<file path="src/rtl/render_pkg.sv">
// ---------------------------------------------------------------------------
// render_pkg
// Shared definitions for the triangle feeder and the rasterizer.
//   COORD_W      : width of one coordinate value
//   Z, Y, X      : coordinate indices into a triangle ([coord][vertex])
//   vertex_t     : the three per-vertex values of one coordinate
//   triangle_t   : a full triangle, indexed [coord][vertex]
//   feed_state_t : feeder state encoding
//   tri_value    : source of the triangle table held in the feeder ROM
// ---------------------------------------------------------------------------
package render_pkg;

    localparam int COORD_W = 9;

    localparam int Z = 0;
    localparam int Y = 1;
    localparam int X = 2;

    // One coordinate (z, y or x) for each of the three vertices.
    typedef logic [2:0][COORD_W-1:0] vertex_t;

    // triangle[coord][vertex]; coord 0=z, 1=y, 2=x.
    typedef vertex_t [2:0] triangle_t;

    typedef enum logic [2:0] {
        IDLE      = 3'd0,
        FETCH     = 3'd1,
        WAIT_DATA = 3'd2,
        SEND      = 3'd3,
        WAIT_RAST = 3'd4,
        DONE      = 3'd5
    } feed_state_t;

    // Triangle table: coordinate c of vertex v of triangle t. Every value is
    // distinct within a table of up to 16 triangles, so any mis-addressed
    // or mis-packed word is visible on the rasterizer side.
    function automatic int tri_value(input int t, input int c, input int v);
        return (t * 16) + (c * 4) + v + 1;
    endfunction

endpackage

</file>
<file path="src/rtl/tri_rom.sv">
// ---------------------------------------------------------------------------
// tri_rom
// Single-port read-only triangle memory with a fixed read latency.
// One word per triangle, 9*COORD_W bits, packed [coord][vertex] so that
// element (c, v) occupies bits (c*3+v)*COORD_W +: COORD_W.
//   clk_in : clock
//   en     : capture the word at addr into the first pipeline stage
//   addr   : triangle index
//   data   : word read ROM_LATENCY clock edges after the en/addr edge
// ---------------------------------------------------------------------------
module tri_rom
    import render_pkg::*;
#(
    parameter int NUM_TRI     = 12,
    parameter int COORD_W     = 9,
    parameter int ROM_LATENCY = 2,
    parameter int ADDR_W      = 4
) (
    input  logic                   clk_in,
    input  logic                   en,
    input  logic [ADDR_W-1:0]      addr,
    output logic [9*COORD_W-1:0]   data
);

    logic [9*COORD_W-1:0] mem [NUM_TRI];
    logic [9*COORD_W-1:0] pipe_reg [ROM_LATENCY];

    function automatic logic [9*COORD_W-1:0] build_word(input int t);
        logic [9*COORD_W-1:0] word;
        word = '0;
        for (int v = 0; v < 3; v++) begin
            word[(Z * 3 + v) * COORD_W +: COORD_W] = COORD_W'(tri_value(t, Z, v));
            word[(Y * 3 + v) * COORD_W +: COORD_W] = COORD_W'(tri_value(t, Y, v));
            word[(X * 3 + v) * COORD_W +: COORD_W] = COORD_W'(tri_value(t, X, v));
        end
        return word;
    endfunction

    genvar gi;
    generate
        for (gi = 0; gi < NUM_TRI; gi++) begin : g_mem
            assign mem[gi] = build_word(gi);
        end
    endgenerate

    // The array read is registered; further stages pad out to ROM_LATENCY.
    // No reset on the data path so it maps onto the block-RAM output regs.
    always_ff @(posedge clk_in) begin
        if (en) begin
            pipe_reg[0] <= mem[addr];
        end
    end

    generate
        for (gi = 1; gi < ROM_LATENCY; gi++) begin : g_pipe
            always_ff @(posedge clk_in) begin
                pipe_reg[gi] <= pipe_reg[gi-1];
            end
        end
    endgenerate

    assign data = pipe_reg[ROM_LATENCY-1];

endmodule

</file>
<file path="src/rtl/tri_feeder.sv">
// ---------------------------------------------------------------------------
// tri_feeder
// Walks the triangle ROM once per display frame and hands each triangle to
// the rasterizer with a valid/ready style handshake.
//   clk_in        : system clock
//   rst_in        : asynchronous active-high reset
//   enable_in     : frame generation permitted
//   vsync_in      : one-cycle frame-boundary pulse
//   rast_ready_in : rasterizer is in its receive state
//   new_frame     : one-cycle pulse at frame start (buffer select toggle)
//   valid_tri     : one-cycle pulse, triangle offered and accepted
//   tri_out       : current triangle, [coord][vertex], coord 0=z 1=y 2=x
//   obj_done      : one-cycle pulse after the last triangle completes
//   overrun       : sticky, a frame boundary arrived mid-frame
//   frame_count   : started frames, wraps 255 -> 0
// ---------------------------------------------------------------------------
module tri_feeder
    import render_pkg::*;
#(
    parameter int NUM_TRI     = 12,
    parameter int COORD_W     = render_pkg::COORD_W,
    parameter int ROM_LATENCY = 2
) (
    input  logic                            clk_in,
    input  logic                            rst_in,
    input  logic                            enable_in,
    input  logic                            vsync_in,
    input  logic                            rast_ready_in,
    output logic                            new_frame,
    output logic                            valid_tri,
    output logic [2:0][2:0][COORD_W-1:0]    tri_out,
    output logic                            obj_done,
    output logic                            overrun,
    output logic [7:0]                      frame_count
);

    localparam int IDX_W = (NUM_TRI > 1) ? $clog2(NUM_TRI) : 1;
    localparam int CNT_W = $clog2(ROM_LATENCY + 1);

    localparam logic [IDX_W-1:0] LAST_IDX = IDX_W'(NUM_TRI - 1);
    localparam logic [CNT_W-1:0] LAT_LAST = CNT_W'(ROM_LATENCY - 1);

    feed_state_t                    state_reg, state_next;
    logic [IDX_W-1:0]               tri_idx_reg, tri_idx_next;
    logic [CNT_W-1:0]               lat_cnt_reg, lat_cnt_next;
    logic [2:0][2:0][COORD_W-1:0]   tri_out_reg, tri_out_next;
    logic                           new_frame_reg, new_frame_next;
    logic                           overrun_reg, overrun_next;
    logic [7:0]                     frame_count_reg, frame_count_next;
    logic                           skip_reg, skip_next;

    logic                           rom_en;
    logic [9*COORD_W-1:0]           rom_data;
    logic                           valid_tri_int;
    logic                           obj_done_int;

    tri_rom #(
        .NUM_TRI     (NUM_TRI),
        .COORD_W     (COORD_W),
        .ROM_LATENCY (ROM_LATENCY),
        .ADDR_W      (IDX_W)
    ) u_tri_rom (
        .clk_in (clk_in),
        .en     (rom_en),
        .addr   (tri_idx_reg),
        .data   (rom_data)
    );

    always_ff @(posedge clk_in or posedge rst_in) begin
        if (rst_in) begin
            state_reg       <= IDLE;
            tri_idx_reg     <= '0;
            lat_cnt_reg     <= '0;
            tri_out_reg     <= '0;
            new_frame_reg   <= 1'b0;
            overrun_reg     <= 1'b0;
            frame_count_reg <= 8'd0;
            skip_reg        <= 1'b0;
        end else begin
            state_reg       <= state_next;
            tri_idx_reg     <= tri_idx_next;
            lat_cnt_reg     <= lat_cnt_next;
            tri_out_reg     <= tri_out_next;
            new_frame_reg   <= new_frame_next;
            overrun_reg     <= overrun_next;
            frame_count_reg <= frame_count_next;
            skip_reg        <= skip_next;
        end
    end

    always_comb begin
        state_next       = state_reg;
        tri_idx_next     = tri_idx_reg;
        lat_cnt_next     = lat_cnt_reg;
        tri_out_next     = tri_out_reg;
        new_frame_next   = 1'b0;
        overrun_next     = overrun_reg;
        frame_count_next = frame_count_reg;
        skip_next        = skip_reg;
        rom_en           = 1'b0;
        valid_tri_int    = 1'b0;
        obj_done_int     = 1'b0;

        // A frame boundary anywhere but IDLE (DONE included) means the
        // frame did not fit; flag it and let the current frame finish.
        if (vsync_in && (state_reg != IDLE)) begin
            overrun_next = 1'b1;
        end

        case (state_reg)
            IDLE: begin
                if (vsync_in && enable_in) begin
                    new_frame_next   = 1'b1;
                    tri_idx_next     = '0;
                    frame_count_next = frame_count_reg + 8'd1;
                    state_next       = FETCH;
                end
            end

            FETCH: begin
                rom_en       = 1'b1;
                lat_cnt_next = '0;
                state_next   = WAIT_DATA;
            end

            WAIT_DATA: begin
                if (lat_cnt_reg == LAT_LAST) begin
                    tri_out_next = rom_data;
                    state_next   = SEND;
                end else begin
                    lat_cnt_next = lat_cnt_reg + CNT_W'(1);
                end
            end

            SEND: begin
                if (rast_ready_in) begin
                    valid_tri_int = 1'b1;
                    skip_next     = 1'b1;
                    state_next    = WAIT_RAST;
                end
            end

            WAIT_RAST: begin
                // The rasterizer still shows ready in the cycle after it
                // accepts, so that first cycle says nothing about readiness.
                if (skip_reg) begin
                    skip_next = 1'b0;
                end else if (rast_ready_in) begin
                    if (tri_idx_reg == LAST_IDX) begin
                        state_next = DONE;
                    end else begin
                        tri_idx_next = tri_idx_reg + IDX_W'(1);
                        state_next   = FETCH;
                    end
                end
            end

            DONE: begin
                obj_done_int = 1'b1;
                state_next   = IDLE;
            end

            default: begin
                state_next = IDLE;
            end
        endcase
    end

    // valid_tri and obj_done decode directly from the state, so they are low
    // as soon as reset forces IDLE; new_frame is registered and only ever
    // high in the first FETCH cycle, keeping all three pulses disjoint.
    assign new_frame   = new_frame_reg;
    assign valid_tri   = valid_tri_int;
    assign obj_done    = obj_done_int;
    assign tri_out     = tri_out_reg;
    assign overrun     = overrun_reg;
    assign frame_count = frame_count_reg;

endmodule

</file>
<file path="config.mk">
export PLATFORM = sky130hd
export DESIGN_NAME = tri_feeder
export DESIGN_NICKNAME = d
export VERILOG_FILES = /design/src/rtl/render_pkg.sv /design/src/rtl/tri_rom.sv /design/src/rtl/tri_feeder.sv
export SDC_FILE = /design/constraint.sdc
export NUM_CORES = 1
export LEC_CHECK = 0
export BUFFER_PORTS_ARGS = -buffer_cell sky130_fd_sc_hd__buf_2
export CORE_MARGIN = 2
export CORE_UTILIZATION = 45
export DETAILED_ROUTE_END_ITERATION = 10
export PLACE_DENSITY = 0.79
export SYNTH_ARGS = -nofsm -noshare
export SYNTH_HDL_FRONTEND = slang
export SYNTH_SLANG_ARGS = --single-unit
</file>
<file path="constraint.sdc">
create_clock -name clk_in -period 1.8 [get_ports clk_in]
set_input_delay 0.18 -clock clk_in [delete_from_list [all_inputs] [get_ports clk_in]]
set_output_delay 0.18 -clock clk_in [all_outputs]
set_load 0.05 [all_outputs]
</file>
* Yosys cells after proc, flatten, opt, wreduce, memory -nomap -nowiden
Memories as Yosys holds them, arrays and structs flattened. A register that Yosys moved wholly into a read port is not among the register bits. Cells that the tools add are included.
Cells by class: $add $sub $neg 3, order comparisons 1, multiplexer cells 26, equal/unequal tests 14, reductions and logical operators 13, bitwise gates (word level) 1
Operator list (count):
- two-way mux 81 bit | 2
- two-way mux 3 bit | 6
- two-way mux 4 bit | 4
- one-hot mux 3 bit (5 select lines) | 1
- != test 2 bit (second input constant) | 7
- AND reduction 5 bit | 2
- two-way mux 1 bit | 9
- adder 8 x 1 -> 8 bit (second input constant) | 1
- one-hot mux 4 bit (2 select lines) | 1
- AND reduction 2 bit | 4
- equality test 3 x 2 -> 1 bit (second input constant) | 2
- equality test 3 bit (second input constant) | 2
- nonzero test 2 bit | 3
- >= comparator 5 bit (second input constant) | 1
- inverter 4 -> 5 bit | 1
- adder 4 x 1 -> 4 bit (second input constant) | 1
- equality test 4 bit (second input constant) | 1
- one-hot mux 2 bit (2 select lines) | 1
- equality test 3 x 1 -> 1 bit (second input constant) | 1
- zero test 3 bit | 1
- nonzero test 3 bit | 1
- adder 2 x 1 -> 2 bit (second input constant) | 1
- equality test 2 x 1 -> 1 bit (second input constant) | 1
- logical AND 1 bit | 2
- 2 further kinds | 2
Word-level totals: bits in registers 20, memories kept 2, word-level logic and storage cells 67, memory bits (read-only) 1296, bits in writable memories 162
Memories:
- (no name shown) | depth 16, width 81, rd ports 1, clocked after memory_dff 0, wr ports 0, line tri_rom.sv:50 | pipe_reg[0] <= mem[addr];
- u_tri_rom.pipe_reg | depth 2, width 81, rd ports 2, clocked after memory_dff 1, wr ports 2, line tri_rom.sv:26 | logic [9*COORD_W-1:0] pipe_reg [ROM_LATENCY];

* Depth between registers and ports, before layout
Gate-level depths: netlist of the first run.
depth in word-level cells 5, depth in mapped cells 6, depth with buffers taken out 6

* Cells and area by module
A second synthesis of the first run with hierarchy kept.
Second synthesis, totals: cells, all modules 360, area, all modules 4912.2 µm²
Modules (own cells, without submodules):
- tri_feeder | sequential area each 2527.4 µm², area an instance 4082.7 µm², cells an instance 268, instances 1
- tri_rom | sequential area each 200.2 µm², area an instance 829.5 µm², cells an instance 92, instances 1

* Least setup slack after synthesis of the first run
OpenSTA, ideal clock, no wires.
kind register to register, start reg frame_count_reg[2], in the netlist frame_count[2], end reg frame_count_reg[7], in the netlist frame_count[7], buffers on the path 0, arrival 1336 ps, path slack 323 ps, cell stages (with the launch flop) 5, setup time 140 ps, path through dfrtp_1 > and3_1 > and3_1 > nand4_1 > xnor2_1
Between the ends: cells in the longest elaborated chain, start to end 1
RTL lines:
- start, declared | line tri_feeder.sv:49 | logic [7:0] frame_count_reg, frame_count_next;
- start signal, assigned | line tri_feeder.sv:86 | frame_count_reg <= frame_count_next;
- adder 8 x 1 -> 8 bit | line tri_feeder.sv:115 | frame_count_next = frame_count_reg + 8'd1;
No other way between the ends. A chain may end at the register's enable or synchronous reset.

* Final worst setup path of the first run
start reg state_reg[0], end out valid_tri
Between the ends: cells in the longest elaborated chain, start to end 2
RTL lines:
- start, declared | line tri_feeder.sv:43 | feed_state_t state_reg, state_next;
- start signal, assigned | line tri_feeder.sv:80 | state_reg <= state_next;
- equality test 3 x 2 -> 1 bit | line tri_feeder.sv:110 | case (state_reg)
- two-way mux 1 bit | line tri_feeder.sv:110
- end, declared | line tri_feeder.sv:30 | output logic valid_tri,
No other way between the ends.

==> results of run 1 <==
[synth_stat cells, types with 3 or more instances]
master | instances | area, sq um
buf_4 | 76 | 571
dfrtp_1 | 25 | 626
nand2_1 | 10 | 37.5
inv_1 | 6 | 22.5
mux2_1 | 6 | 67.6
nand2b_1 | 6 | 37.5
xnor2_1 | 6 | 52.6
nand4_1 | 5 | 31.3
o21ai_1 | 5 | 25.0
a21oi_1 | 4 | 20.0
and3_1 | 4 | 25.0
dfxtp_1 | 4 | 80.1
edfxtp_1 | 4 | 120
nor3_1 | 4 | 20.0
ha_1 | 3 | 37.5
nor2b_1 | 3 | 18.8
[area by class of cell]
cell class | count | area share, %
Clock buffer | 8 | 3.95
Inverter | 6 | 1.11
Multi-Input combinational cell | 102 | 31.8
Sequential cell | 33 | 40.8
Tap cell | 52 | 3.21
Timing Repair Buffer | 75 | 19.2
[layout by cell type, fill, tap and decap left out, types with 6 or more instances in the layout]
cell,count
inv_1,6
xnor2_1,6
buf_2,70
nand2_1,10
mux2_1,6
nand2b_1,6
conb_1,27
dfrtp_1,24
[cell families (layout without fill, tap and decap cells)]
family          Yosys count  in the layout  synth area share [%]
flops                    33             33                  41.5
xor+xnor                  7              7                  3.08
buf+inv                  86             89                  31.0
mux                       8              8                  4.40
simple gates             43             43                  13.8
compound gates           14             14                  4.15
other cells               1             27                 0.188
fa+ha+maj                 3              3                  1.89
[what timing repair did]
| item | 4_1_cts | 5_1_grt |
|---|---|---|
| hold buffers | 1 | 0 |
| endpoints found under the hold margin | 25 | 0 |
| gates resized for setup | 0 | 1 |
| setup buffers | 0 | 0 |
| endpoints found under the setup margin | 0 | 1 |
[worst max-delay path, stage by stage, from the launching register on]
cell and delay (ns):
dfrtp_1 0.47, buf_4 0.22, nand4b_1 0.20, inv_1 0.09
buf_2 0.26
[per-stage QoR]
stage,util [%],hold slack [ns]
after CTS,47.2,0.170
after global placement,45.1,0.245
final,47.3,0.188
after global routing,47.3,0.189
after floorplan,-,0.207
after detailed placement,45.1,0.252
[worst max-delay path by stage]
stage / cells past startpoint / start / slack, ns / end
CTS: 4 / state_reg[0]$_DFFE_PP0P_ / 0.09 / valid_tri
global placement: 4 / state_reg[2]$_DFFE_PP0P_ / 0.18 / tri_idx_reg[0]$_DFFE_PP0P_
floorplan: 4 / frame_count[2]$_DFFE_PP0P_ / 0.32 / frame_count[7]$_DFFE_PP0P_
finish: 4 / state_reg[0]$_DFFE_PP0P_ / 0.10 / valid_tri
detailed placement: 4 / state_reg[2]$_DFFE_PP0P_ / 0.14 / tri_idx_reg[0]$_DFFE_PP0P_
global route: 4 / state_reg[0]$_DFFE_PP0P_ / 0.0009 / valid_tri
[routing by layer]
layer  vias to the layer above  GRT usage (%)  wire length, um
li1                        595              -                -
met1                       577           14.6             1230
met2                        64           19.5             1390
met3                         7           4.33              273
met4                         0           5.77               53
met5                         -              0                0
==> results_dict.tcl, run 1 <==
set metrics [dict create \
    cts-root-buf "clkbuf_8" \
    drt-pass1-iter-count 4 \
    synth_seq_cells 33 \
    r2r_setup_slack_ns 0.21 \
    rr_worst_depth 4 \
    dpl_cell_area_sq_mm 0.00194 \
    worst_ep_arrival_time_ns 1.52 \
    fin_nets 231 \
    drive_above_1_share_pct 37.1 \
    crit_path_start_kind "flip-flop" \
    syn_inst 195 \
    htreeDepth 2 \
    slew_violations 0 \
    final_antenna_net_count 0 \
    hold_end "overrun$_DFFE_PP0P_" \
    wire_per_inst_um 10.7 \
    cp.required_ns 1.62 \
    dpl.cell_count 267 \
    grt_pass1_wl_um 4710 \
    fmax_ghz 0.589 \
    dr_total_vias 1243 \
    finClkSkew_ns 0.00403 \
    slew_headroom_pct 64.3 \
    fill_cells 429 \
    fin_ws_ns 0.102 \
    final_area_sq_mm 0.00203 \
    clk_pin_slew_ns 0.06 \
    cts.sink_count 33 \
    wl_um 2950 \
    die_x_um 70.5 \
    tns_ns 0 \
    setup_viol 0 \
    core_region_area_sq_mm 0.00429 \
    worstMarginPinSlew_ns 0.532 \
    fp.dieArea_sq_mm 0.00497 \
    crit_type "reg2out" \
    async_flop_share_pct 75.8 \
    ys.flop_type "dfrtp_1" \
    rows 24 \
    synth_cell_types 36 \
    drt_iter0_drc 17 \
    gp_congestion 0.824 \
    cap_violations 0 \
    dp_hpwl_um 2140 \
    pre_cts_slack_ns 0.136 \
    area_growth_pct 1.95 \
    end_kind "output pin" \
    clkLatencyLatePin_ns 0.28 \
    r2r-end "tri_idx_reg[0]$_DFFE_PP0P_" \
    cts_tree "yes" \
    outcome "finished, final reports clean" \
    port_buffers 70 \
    overflow 0 \
    ys_seq_area_share_pct 41.5 \
    netlist_area_sq_mm 0.00199 \
    die_h_um 70.5 \
    cts_buffers 5 \
    track_usage_pct 12.2 \
    r2r-start "state_reg[2]$_DFFE_PP0P_" \
    final_cells 276 \
    grt_pass1_vias 1021 \
    antennaDiodeCount 0 \
    clk_path_buf_depth 2 \
    drc 0 \
    regArea_sq_um 827 \
    hold_depth 3 \
    yosysWarnings 0 \
    synth_area_per_cell_sq_um 10.2 \
    synth_edf_count 4 \
    vias_per_cell 4.50 \
    ios 98 \
    path_max_fanout 8 \
    start_util_pct 46.4 \
    antenna_found_initial 0 \
    hold_viol 0 \
    min_from "vsync_in" \
    period_needed_ns 1.70 \
    min_path_type "in2reg" \
    rsz0062_at_grt "no" \
    fin_crit_sh_pct 94.3 \
    multi_input_area_sq_um 644 \
    grt_start_max_net_pins 26 \
]
Power of run 1 is not shown: default switching activity piles up to over one toggle a cycle in this logic, so the estimate is an artifact.
==> run 2: changes to the inputs <==
--- a/config.mk
+++ b/config.mk
@@ -5,11 +5,13 @@
 export SDC_FILE = /design/constraint.sdc
 export NUM_CORES = 1
 export LEC_CHECK = 0
+export ABC_CLOCK_PERIOD_IN_PS = 1800
 export BUFFER_PORTS_ARGS = -buffer_cell sky130_fd_sc_hd__buf_2
 export CORE_MARGIN = 2
 export CORE_UTILIZATION = 45
 export DETAILED_ROUTE_END_ITERATION = 10
 export PLACE_DENSITY = 0.79
+export REMOVE_ABC_BUFFERS = 1
 export SYNTH_ARGS = -nofsm -noshare
 export SYNTH_HDL_FRONTEND = slang
 export SYNTH_SLANG_ARGS = --single-unit
==> run 2 against run 1 <==
Effect of this change:
- design area increased by 2.5%
- die area unchanged
- setup slack improved by 0.098 ns
- via count increased by 1.0%
- utilization increased by 1.2 points
- critical path depth unchanged
- register-to-register slack about the same
- global-route usage decreased by 0.31 points
- clock skew increased by 0.00085 ns
- maximum frequency increased by 6.2%
- hold slack got worse by 0.0061 ns
- sequential share of layout area decreased by 1.0 points
- largest cell class unchanged
==> results_dict.tcl, run 2 (synthesis gave the netlist of run 1 again) <==
set metrics [dict create \
    grt_start_max_net_pins 26 \
    outcome "finished, final reports clean" \
    drive_above_1_share_pct 38.1 \
    cts.sink_count 33 \
    wl_met1_um 1320 \
    start_util_pct 46.4 \
    final_antenna_net_count 0 \
    fin_crit_sh_pct 88.9 \
    cts_tree "yes" \
    track_usage_pct 11.8 \
    wl_um 2970 \
    grt_pass1_vias 958 \
    cts_resized 0 \
    cap_violations 0 \
    holdWs_ns 0.182 \
    antenna_found_initial 0 \
    fp.dieArea_sq_mm 0.00497 \
    port_buffers 70 \
    cts_setup_buffers 0 \
    wl_met3_um 338 \
    gp_congestion 0.747 \
    cp_num_buf_inv 0 \
    period_needed_ns 1.60 \
    slowest_delay_ns 0.48 \
    overflow 0 \
    fill_cells 399 \
    clk_path_buf_depth 2 \
    end_kind "flip-flop" \
    ios 98 \
    slew_violations 0 \
    core_region_area_sq_mm 0.00429 \
    fin_nets 233 \
    crit_type "reg2reg" \
    tns_ns 0 \
    cts-root-buf "clkbuf_8" \
    drc 0 \
    path_max_fanout 11 \
    hold_viol 0 \
    clk_pin_slew_ns 0.07 \
    dr_total_vias 1256 \
    finClkSkew_ns 0.00488 \
    area_growth_pct 4.46 \
    cts_buffers 5 \
    cp.required_ns 1.97 \
    die_h_um 70.5 \
    dpl.cell_count 269 \
    setup_viol 0 \
    min_path_type "in2reg" \
    rsz0062_at_grt "no" \
    crit_slowest_cell "dfrtp_1" \
    htreeDepth 2 \
    fmax_ghz 0.625 \
    final_cells 278 \
    worst_ep_arrival_time_ns 1.77 \
    wl_met2_um 1260 \
    vias_per_cell 4.52 \
    clkLatencyLatePin_ns 0.28 \
    dp_hpwl_um 2250 \
    layout_commonest_cell "buf_2" \
    drt-pass1-iter-count 4 \
    rows 24 \
    wire_per_inst_um 10.7 \
    die_x_um 70.5 \
    layout_common_cells "buf_2 (70), conb_1 (27), dfrtp_1 (25), nand2_1 (10)" \
    topRoutingLayerUsed "met4" \
    drt_iter0_drc 55 \
    cp_top_family "flip-flops" \
    crit_path_start_kind "flip-flop" \
    grt_pass1_wl_um 4530 \
    antennaDiodeCount 0 \
    path_cells "and3b_1 > o21ai_1 > nand2b_1 > mux2_1" \
]
[run 2: cell type report]
type | instances | area [sq um] | share of cell area (%)
clock buffer | 7 | 86.3 | 4.15
clock inverter | 1 | 30.0 | 1.44
inverter | 6 | 22.5 | 1.08
multi-input combinational | 102 | 644 | 31.0
sequential | 33 | 826 | 39.7
tap | 52 | 65.1 | 3.13
timing repair buffer | 77 | 405 | 19.5
[run 2: through the flow]
step                      utilization, %  instance area (sq um)  setup WS, ns
after floorplan                        -                   1490         -4.34
after global routing                48.4                   2080        0.0770
after detailed placement            45.5                   1950         0.236
after global placement              45.5                   1950         0.272
after CTS                           48.4                   2080         0.208
final                               48.4                   2080         0.201
[run 2: worst paths after layout]
kind | depth (start not counted) | slack [ns] | startpoint | end
worst max register to register | 4 | 0.20 | state_reg[2]$_DFFE_PP0P_ | tri_idx_reg[0]$_DFFE_PP0P_
worst min register to register | 0 | 0.34 | u_tri_rom.pipe_reg[0][76]$_DFFE_PP_ | u_tri_rom.pipe_reg[1][76]$_DFF_P_
min in group asynchronous | 4 | 0.49 | rst_in | tri_out[78]$_DFFE_PP0P_
worst max-delay path | 4 | 0.20 | state_reg[2]$_DFFE_PP0P_ | tri_idx_reg[0]$_DFFE_PP0P_
worst min-delay path | 3 | 0.18 | vsync_in | overrun$_DFFE_PP0P_
max in group asynchronous | 4 | 1.06 | rst_in | lat_cnt_reg[1]$_DFFE_PP0P_
[run 2: tightest hold or removal path, stage by stage]
cell and delay [ns]:
buf_2 0.12, o31ai_1 0.06, nand2b_1 0.06
[run 2: repair_timing]
| action | CTS | global route |
|---|---|---|
| hold endpoints to repair | 25 | 0 |
| endpoints found under the setup margin | 0 | 0 |
| hold buffers | 1 | 0 |
[run 2: per-layer routing]
metal	track usage (%)	up-vias
li1	-	602
met1	15.2	570
met2	18.0	77
met3	4.76	7
met4	4.49	0
met5	0	-
Power of run 2 is left out for the same reason.
==> run 3: changes to the inputs <==
--- a/config.mk
+++ b/config.mk
@@ -5,12 +5,12 @@
 export SDC_FILE = /design/constraint.sdc
 export NUM_CORES = 1
 export LEC_CHECK = 0
-export ABC_CLOCK_PERIOD_IN_PS = 1800
+export ABC_CLOCK_PERIOD_IN_PS = 1390
 export BUFFER_PORTS_ARGS = -buffer_cell sky130_fd_sc_hd__buf_2
 export CORE_MARGIN = 2
-export CORE_UTILIZATION = 45
+export CORE_UTILIZATION = 42
 export DETAILED_ROUTE_END_ITERATION = 10
-export PLACE_DENSITY = 0.79
+export PLACE_DENSITY = 0.77
 export REMOVE_ABC_BUFFERS = 1
 export SYNTH_ARGS = -nofsm -noshare
 export SYNTH_HDL_FRONTEND = slang
==> constraint.sdc (replaced) <==
create_clock -name clk_in -period 1.39 [get_ports clk_in]
set_input_delay 0.139 -clock clk_in [delete_from_list [all_inputs] [get_ports clk_in]]
set_output_delay 0.139 -clock clk_in [all_outputs]
set_load 0.05 [all_outputs]
==> run 3 against run 2 <==
Effect of this change:
- the run now ends with negative setup slack left
- first-iteration DRC count is 5.5% higher
- hold slack got worse by 0.049 ns
- utilization is 0.70 points lower
- clock skew grew 0.0041 ns
- setup slack got worse by 0.29 ns
- sequential share of layout area is 2.4 points lower
- sequential cell count is the same
- register-to-register slack lost 0.23 ns
- die area up 6.7%
- highest routed layer unchanged
==> results_dict.tcl, run 3 (synthesis gave the netlist of run 1 again) <==
set metrics [dict create \
    outcome "finished, violations left" \
    violations "negative setup slack" \
    grt_pass1_vias 1137 \
    cap_violations 0 \
    antennaDiodeCount 0 \
    tns_ns -0.205 \
    fin_nets 251 \
    topRoutingLayerUsed "met4" \
    fmax_ghz 0.676 \
    layout_commonest_cell "buf_2" \
    grt_start_max_net_pins 26 \
    core_region_area_sq_mm 0.00466 \
    r2r-end "tri_out[78]$_DFFE_PP0P_" \
    worst_ep_arrival_time_ns 1.34 \
    overflow 0 \
    min_from "vsync_in" \
    start_util_pct 42.7 \
    hold_viol 0 \
    cp.required_ns 1.25 \
    path_max_fanout 6 \
    vias_per_cell 4.44 \
    antenna_found_initial 0 \
    layout_common_cells "buf_2 (69), conb_1 (27), dfrtp_1 (21), buf_4 (21), nand2_1 (10)" \
    dp_hpwl_um 2330 \
    wl_met2_um 1630 \
    fin_ws_ns -0.0903 \
    drc 0 \
    die_x_um 72.8 \
    drive_above_1_share_pct 46.3 \
    wl_met3_um 281 \
    r2r-start "state_reg[2]$_DFFE_PP0P_" \
    dr_total_vias 1322 \
    track_usage_pct 12.7 \
    rr_worst_depth 3 \
    finClkSkew_ns 0.00903 \
    cp_num_buf_inv 3 \
    cp_top_family "flip-flops" \
    wl_met1_um 1350 \
    clk_pin_slew_ns 0.07 \
    rsz0062_at_grt "yes" \
    cp_common_cell "buf_6" \
    drt_iter0_drc 58 \
    die_h_um 72.8 \
    slowest_delay_ns 0.44 \
    port_buffers 70 \
    htreeDepth 2 \
    path_cells "buf_6 > nand4b_1 > inv_1 > buf_6" \
    rows 25 \
    clk_path_buf_depth 2 \
    ios 98 \
    grt_pass1_wl_um 5110 \
    hold_depth 3 \
    cts_buffers 5 \
    slew_violations 0 \
    end_kind "output pin" \
    drt-pass1-iter-count 4 \
    crit_slowest_cell "dfrtp_2" \
    period_needed_ns 1.48 \
    fin_crit_sh_pct 106 \
    clkLatencyLatePin_ns 0.28 \
    fp.dieArea_sq_mm 0.00531 \
    fill_cells 432 \
    wire_per_inst_um 11.2 \
    cts_tree "yes" \
    r2r_setup_slack_ns -0.03 \
    area_growth_pct 11.8 \
    hold_end "overrun$_DFFE_PP0P_" \
    cts-root-buf "clkbuf_8" \
    wl_um 3320 \
    final_antenna_net_count 0 \
    setup_viol 7 \
    cts.sink_count 33 \
    min_path_type "in2reg" \
    gp_congestion 0.860 \
    crit_path_start_kind "flip-flop" \
    crit_type "reg2out" \
]
[run 3: worst min-delay path, delay by kind of cell]
kind | cells | cell delay, ns
compound gates | 1 | 0.07
buf+inv | 1 | 0.11
simple gates | 1 | 0.06
[run 3: timing repair]
| action | in CTS | in global routing |
|---|---|---|
| hold endpoints to repair | 25 | 0 |
| hold buffers | 1 | 0 |
| resized for setup | 9 | 6 |
| pin swaps | 2 | 2 |
| setup endpoints to repair | 13 | 34 |
| buffers inserted | 3 | 3 |
[run 3: worst max-delay path by stage]
| stage | to | depth (start not counted) | from |
|---|---|---|---|
| 6_report | valid_tri | 4 | state_reg[2]$_DFFE_PP0P_ |
| 3_5_place_dp | tri_out[78]$_DFFE_PP0P_ | 3 | state_reg[2]$_DFFE_PP0P_ |
| 2_1_floorplan | tri_out[75]$_DFFE_PP0P_ | 1 | tri_out[75]$_DFFE_PP0P_ |
| 3_3_place_gp | tri_out[70]$_DFFE_PP0P_ | 3 | state_reg[2]$_DFFE_PP0P_ |
| 4_1_cts | valid_tri | 4 | state_reg[2]$_DFFE_PP0P_ |
| 5_1_grt | state_reg[2]$_DFFE_PP0P_ | 7 | state_reg[2]$_DFFE_PP0P_ |
[run 3: stage by stage]
step	cell area (sq um)	hold WS (ns)	utilization, %	instances	setup WS (ns)
6_report	2220	0.133	47.7	298	-0.0903
5_1_grt	2220	0.161	47.7	298	-0.126
4_1_cts	2180	0.126	46.8	295	-0.0712
3_5_place_dp	2050	0.216	43.9	283	-0.101
3_3_place_gp	2050	0.214	43.9	283	-0.0682
2_1_floorplan	1490	0.166	-	141	-4.75
[run 3: area by class of cell]
type	instances	area, sq um	area share (%)
flip-flops and latches	33	831	37.3
clock inverters	3	17.5	0.787
repair buffers	95	558	25.1
clock buffers	5	68.8	3.09
multi-input cells	102	659	29.6
well taps	54	67.6	3.04
inverters	6	22.5	1.01
[run 3: per-layer routing]
layer	vias up	GRT usage, %
met5	-	0
met4	0	6.17
met3	7	4.56
met2	78	21.4
met1	607	14.2
li1	630	-
Power of run 3 is left out for the same reason.
